--- src/rtl/led_matrix_scan.sv ---
// Purpose: fetches one 8-cell row of the frame buffer over the shared bus and scans the 8x8 dual-colour LED matrix row by row.
// Latency: first row is lit BLANK cycles after a 9-cycle prime fetch; every LED output is registered.
// Backpressure: a withheld bus_gnt stalls the column fetch, and the lit row stays on until its successor row is buffered.
module led_matrix_scan #(
    parameter int DWELL = 1000,
    parameter int BLANK = 2
) (
    input  logic       clk,
    input  logic       reset,
    output logic       bus_req,
    input  logic       bus_gnt,
    output logic       mem_rd,
    output logic [5:0] mem_addr,
    input  logic [1:0] mem_data,
    output logic [7:0] led_row,
    output logic [7:0] led_r_col,
    output logic [7:0] led_g_col,
    output logic       frame_start
);

    // One counter serves both the blanking gap and the dwell time.
    localparam int CW = $clog2(DWELL + BLANK + 1);

    typedef enum logic [1:0] {
        ST_PRIME,
        ST_BLANK,
        ST_SHOW
    } state_t;

    // ------------------------------------------------------------------
    // Fetch engine state
    // ------------------------------------------------------------------
    logic [2:0] fetch_row_q;    // row currently being (or last) fetched
    logic [2:0] col_q;          // next column to issue
    logic       rd_pend_q;      // a read was issued last cycle, data arrives now
    logic [2:0] rd_col_q;       // column of that pending read
    logic       fetch_done_q;   // shadow buffer holds a complete row
    logic [7:0] shadow_r_q;
    logic [7:0] shadow_g_q;

    // ------------------------------------------------------------------
    // Display state
    // ------------------------------------------------------------------
    state_t     state_q;
    state_t     state_d;
    logic [CW-1:0] cnt_q;
    logic [CW-1:0] cnt_d;
    logic [2:0] disp_row_q;
    logic [2:0] disp_row_d;
    logic [7:0] active_r_q;
    logic [7:0] active_g_q;

    // ------------------------------------------------------------------
    // Combinational helpers
    // ------------------------------------------------------------------
    logic [7:0] shadow_r_nx;
    logic [7:0] shadow_g_nx;
    logic       capture_last;   // column 7 data is being captured this cycle
    logic       done_now;       // row complete, counting the capture in progress
    logic       fetch_busy;
    logic       start_fetch;
    logic [2:0] start_row;
    logic       swap;
    logic [7:0] led_row_d;
    logic [7:0] led_r_d;
    logic [7:0] led_g_d;
    logic       frame_start_d;

    // The read strobe follows the grant directly so a withheld grant never issues a read.
    assign mem_rd       = bus_req && bus_gnt;
    assign mem_addr     = {fetch_row_q, col_q};
    assign capture_last = rd_pend_q && (rd_col_q == 3'd7);
    assign done_now     = fetch_done_q || capture_last;
    assign fetch_busy   = bus_req || rd_pend_q;

    // Shadow row as it will look after this cycle's capture; a swap copies this so the last column is not lost.
    always_comb begin
        shadow_r_nx = shadow_r_q;
        shadow_g_nx = shadow_g_q;
        if (rd_pend_q) begin
            shadow_r_nx[rd_col_q] = mem_data[0];
            shadow_g_nx[rd_col_q] = mem_data[1];
        end
    end

    // Next-state and next-output logic for the scan sequencer.
    always_comb begin
        state_d       = state_q;
        cnt_d         = cnt_q;
        disp_row_d    = disp_row_q;
        swap          = 1'b0;
        start_fetch   = 1'b0;
        start_row     = fetch_row_q;
        led_row_d     = 8'hFF;
        led_r_d       = 8'h00;
        led_g_d       = 8'h00;
        frame_start_d = 1'b0;

        case (state_q)
            ST_PRIME: begin
                // Kick off the row-0 fetch once after reset, then wait for it.
                if (!fetch_busy && !fetch_done_q) begin
                    start_fetch = 1'b1;
                    start_row   = fetch_row_q;
                end
                if (done_now) begin
                    swap = 1'b1;
                end
            end

            ST_BLANK: begin
                if (cnt_q == CW'(BLANK - 1)) begin
                    state_d   = ST_SHOW;
                    cnt_d     = '0;
                    led_row_d = ~(8'd1 << disp_row_q);
                    led_r_d   = active_r_q;
                    led_g_d   = active_g_q;
                end else begin
                    cnt_d = cnt_q + 1'b1;
                end
            end

            ST_SHOW: begin
                led_row_d = ~(8'd1 << disp_row_q);
                led_r_d   = active_r_q;
                led_g_d   = active_g_q;
                // Count saturates at the dwell limit; the row stays lit until the next row is buffered.
                if (cnt_q < CW'(DWELL - 1)) begin
                    cnt_d = cnt_q + 1'b1;
                end else if (done_now) begin
                    swap = 1'b1;
                end
            end

            default: begin
                state_d = ST_PRIME;
            end
        endcase

        // Swap: promote the buffered row, blank the pins and prefetch the following row.
        if (swap) begin
            state_d       = ST_BLANK;
            cnt_d         = '0;
            disp_row_d    = fetch_row_q;
            start_fetch   = 1'b1;
            start_row     = fetch_row_q + 3'd1;
            frame_start_d = (fetch_row_q == 3'd0);
            led_row_d     = 8'hFF;
            led_r_d       = 8'h00;
            led_g_d       = 8'h00;
        end
    end

    // Fetch engine: issue columns 0..7 on granted cycles and capture each cell one cycle later.
    always_ff @(posedge clk) begin
        if (reset) begin
            bus_req      <= 1'b0;
            col_q        <= 3'd0;
            fetch_row_q  <= 3'd0;
            rd_pend_q    <= 1'b0;
            rd_col_q     <= 3'd0;
            fetch_done_q <= 1'b0;
            shadow_r_q   <= 8'h00;
            shadow_g_q   <= 8'h00;
        end else begin
            shadow_r_q <= shadow_r_nx;
            shadow_g_q <= shadow_g_nx;
            rd_pend_q  <= mem_rd;
            rd_col_q   <= col_q;
            if (start_fetch) begin
                bus_req      <= 1'b1;
                col_q        <= 3'd0;
                fetch_row_q  <= start_row;
                fetch_done_q <= 1'b0;
            end else begin
                if (mem_rd) begin
                    col_q <= col_q + 3'd1;
                    if (col_q == 3'd7) begin
                        bus_req <= 1'b0;
                    end
                end
                if (capture_last) begin
                    fetch_done_q <= 1'b1;
                end
            end
        end
    end

    // Scan sequencer registers, active row buffer and registered LED pins.
    always_ff @(posedge clk) begin
        if (reset) begin
            state_q     <= ST_PRIME;
            cnt_q       <= '0;
            disp_row_q  <= 3'd7;
            active_r_q  <= 8'h00;
            active_g_q  <= 8'h00;
            led_row     <= 8'hFF;
            led_r_col   <= 8'h00;
            led_g_col   <= 8'h00;
            frame_start <= 1'b0;
        end else begin
            state_q     <= state_d;
            cnt_q       <= cnt_d;
            disp_row_q  <= disp_row_d;
            led_row     <= led_row_d;
            led_r_col   <= led_r_d;
            led_g_col   <= led_g_d;
            frame_start <= frame_start_d;
            if (swap) begin
                active_r_q <= shadow_r_nx;
                active_g_q <= shadow_g_nx;
            end
        end
    end

endmodule

--- config.mk ---
export PLATFORM = sky130hd
export DESIGN_NAME = led_matrix_scan
export DESIGN_NICKNAME = d
export VERILOG_FILES = /design/src/rtl/led_matrix_scan.sv
export SDC_FILE = /design/constraint.sdc
export NUM_CORES = 1
export LEC_CHECK = 0
export ABC_AREA = 1
export CAP_MARGIN = 20
export CORE_MARGIN = 5
export CORE_UTILIZATION = 43
export DETAILED_ROUTE_END_ITERATION = 8
export SETUP_SLACK_MARGIN = 0.4
export SYNTH_ARGS = -nofsm -noshare
export SYNTH_HDL_FRONTEND = slang
export SYNTH_SLANG_ARGS = --single-unit
export TNS_END_PERCENT = 30
--- constraint.sdc ---
create_clock -name clk -period 2.1 [get_ports clk]
set_input_delay 0.315 -clock clk [delete_from_list [all_inputs] [get_ports clk]]
set_output_delay 0.315 -clock clk [all_outputs]
set_load 0.005 [all_outputs]
==> impl_metrics.env <==
export IMPL_status="finished clean"
export IMPL_io_pins=38
export IMPL_cp_end_kind="output pin"
export IMPL_final_area_mm2=0.00443
export IMPL_fin_nets=526
export IMPL_hpwl_um=5150
export IMPL_ys_seq_area_share_pct=46.1
export IMPL_multi_input_area_mm2=0.00166
export IMPL_power_density_mw_per_mm2=706
export IMPL_cp_num_cells=1
export IMPL_final_seq_area_mm2=0.00168
export IMPL_diodes=0
export IMPL_async_reset_ff_share_pct=0
export IMPL_slew_violations=0
export IMPL_fp_dieH_um=102
export IMPL_hp_class="flip-flop to flip-flop"
export IMPL_worst_pin_slew_ns=0.379
export IMPL_cts_buffers=9
export IMPL_cts_tree="built"
export IMPL_hold_viol=0
export IMPL_reg2reg_slack_ns=0.48
export IMPL_antenna_found_initial=0
export IMPL_coreArea_mm2=0.00826
export IMPL_via_count=2905
export IMPL_ys_ff_latch=84
export IMPL_timing_setup_tns_ns=0
export IMPL_dieArea_mm2=0.0104
export IMPL_synth_ff_type="dfxtp_1"
export IMPL_startpoint_type="flip-flop"
export IMPL_grt_pass1_vias=2776
export IMPL_start_util_pct=44.2
export IMPL_synth_top_area_cell="dfxtp_1"
export IMPL_portBuffers=37
export IMPL_finClkSkew_ns=0.0117
export IMPL_reg2reg_to="fetch_row_q[0]"
export IMPL_cp_endpoint="mem_addr[5]"
export IMPL_hold_buffers=0
export IMPL_htreeDepth=3
export IMPL_synth_top_area_share_pct=46.1
export IMPL_max_stage_delay_ns=0.55
export IMPL_postPlaceCellArea_mm2=0.00411
export IMPL_critical_path_required_ns=1.78
export IMPL_critPathTopFamily="buffers and inverters"
export IMPL_leakage_nw=1.95
export IMPL_drt_iter0_markers=82
export IMPL_place_congestion=0.778
export IMPL_routed_wl_um=7110
export IMPL_rr_worst_depth=10
export IMPL_rows=33
export IMPL_netlist_area_mm2=0.00365
export IMPL_cts_sinks=84
export IMPL_drive_above_1_share_pct=13.5
export IMPL_die_w_um=102
export IMPL_drt_pass1_iter_count=4
export IMPL_syn_to_final_growth_pct=21.5
export IMPL_timing_final_crit_share_pct=78.5
export IMPL_fill_cells=800
export IMPL_clk_path_buf_depth=2
export IMPL_rsz0062_at_grt="yes"
export IMPL_cts_reportedPaths_clkPinSlew_ns=0.08
export IMPL_synth_area_leaders="dfxtp_1, nand2_1, nor2_1"
export IMPL_syn_nets=479
export IMPL_grt_overflow=0
export IMPL_detail_route_antenna_nets=0
export IMPL_syn_area_per_cell_um2=7.85
export IMPL_synth_cell_type_count=35
export IMPL_ys_top_cells_by_count="nand2_1, dfxtp_1, nor2_1"
export IMPL_worstPathCellList="clkdlybuf4s50_1"
export IMPL_critPathSlowestCell="clkdlybuf4s50_1"
export IMPL_criticalPathCategory="flip-flop to output pin"
export IMPL_clock_tree_root_cell="clkbuf_8"
export IMPL_grt_usage_pct=14.8
export IMPL_yosys_warnings=0
export IMPL_synth_edf_count=0
export IMPL_routedWlPerCell_um=11.4
export IMPL_min_period_ns=1.65
export IMPL_vdd_drop_max_uv=401
export IMPL_relSlewSlack_pct=74.8
export IMPL_startpoint="fetch_row_q[2]"
export IMPL_cp_max_fo=5
export IMPL_viasPerCell=4.67
export IMPL_path_buf_inv=1
export IMPL_grt_pass1_wl_um=12300
export IMPL_cp_arrival_ns=1.33
export IMPL_clkLatencyLatePin_ns=0.35
export IMPL_drv_cap=0
export IMPL_drc=0
export IMPL_setup_viol=0
export IMPL_grt_max_degree=33
export IMPL_max_freq_mhz=607
export IMPL_synthCells=465
export IMPL_synth_most_common_cell="nand2_1"
export IMPL_regToRegStartpoint="state_q[0]"
## state kept, by name, summed over array words and instances, names as in the netlist, 2 cells and up
signal,flops
active_r_q,8
shadow_g_q,8
led_row,8
fetch_row_q,3
cnt_q,10
active_g_q,8
disp_row_q,3
col_q,3
rd_col_q,3
shadow_r_q,8
led_g_col,8
state_q,2
led_r_col,8
## per-layer routing
metal | routed length (µm) | track usage [%] | share of wire [%]
met5 | 0 | 0 | 0
met4 | 74 | 4.14 | 1.0
met3 | 298 | 4.71 | 4.2
met2 | 3520 | 25.6 | 50
met1 | 3220 | 17.6 | 45
## kinds of logic (layout without fill, tap and decap cells)
logic type,Yosys count,in the layout,share of synthesized area [%]
AO/OA/AOI/OAI,40,40,7.44
XOR/XNOR,4,4,0.960
adder cells (fa/ha/maj),9,9,3.09
buffers and inverters,77,129,9.46
flip-flops,84,84,46.1
AND/OR/NAND/NOR,251,251,33.0
## worst reg2reg max path: cells and delay by family (launching register included)
family,cells,cell delay [ns]
buffers and inverters,3,0.32
adders and majority gates,1,0.15
DFF,1,0.34
AOI/OAI and AO/OA,1,0.18
and+or+nand+nor,5,0.53
## timing repair
action	in CTS	in global routing
setup buffers	2	3
pin swaps	1	0
resized for setup	5	10
endpoints found under the setup margin	45	42
## through the flow
step	hold WS, ns	total power, W	worst slack [ns]	util, %	instances
CTS	0.456	0.00316	0.408	52.8	619
global placement	0.444	0.00188	0.258	49.7	601
floorplan	0.429	0.00180	0.568	-	465
global route	0.471	0.00328	0.377	53.7	622
finish	0.449	0.00313	0.451	53.7	622
detailed placement	0.444	0.00188	0.247	49.7	601
## report_power, final
part	total (W)	switching, W	internal (W)
combinational	0.000233	0.000135	0.0000972
sequential	0.00162	0.0000117	0.00161
clock	0.00127	0.000594	0.000681
## area by class of cell
type,instances,area share [%]
clock buffer,10,2.88
clock inverter,6,2.12
inverter,65,5.53
multi-input combinational,304,37.4
sequential,84,38.0
tap,105,2.96
timing repair buffer,48,11.1
## how the worst min path moves through the flow
| stage | endpoint | slack (ns) | depth (start not counted) | start |
|---|---|---|---|---|
| 6_report | led_r_col[1] | 0.45 | 2 | active_r_q[1] |
| 3_5_place_dp | led_g_col[0] | 0.44 | 2 | active_g_q[0] |
| 4_1_cts | led_g_col[0] | 0.46 | 2 | active_g_q[0] |
| 2_1_floorplan | led_g_col[5] | 0.43 | 2 | active_g_q[5] |
| 5_1_grt | led_r_col[1] | 0.47 | 2 | active_r_q[1] |
| 3_3_place_gp | led_g_col[0] | 0.44 | 2 | active_g_q[0] |
## placed cells by master, fill, tap and decap left out, types with 7 or more instances in the layout
master | Yosys | routed
a21oi_1 | 9 | 9
buf_4 | 1 | 7
clkbuf_8 | 0 | 9
clkdlybuf4s50_1 | 0 | 36
dfxtp_1 | 84 | 83
ha_1 | 9 | 7
inv_1 | 61 | 58
nand2_1 | 108 | 108
nand3_1 | 21 | 21
nand3_2 | 18 | 17
nor2_1 | 78 | 78
o21ai_0 | 12 | 12
o31ai_1 | 8 | 8
No activity file was read; power rests on OpenSTA's default activity.
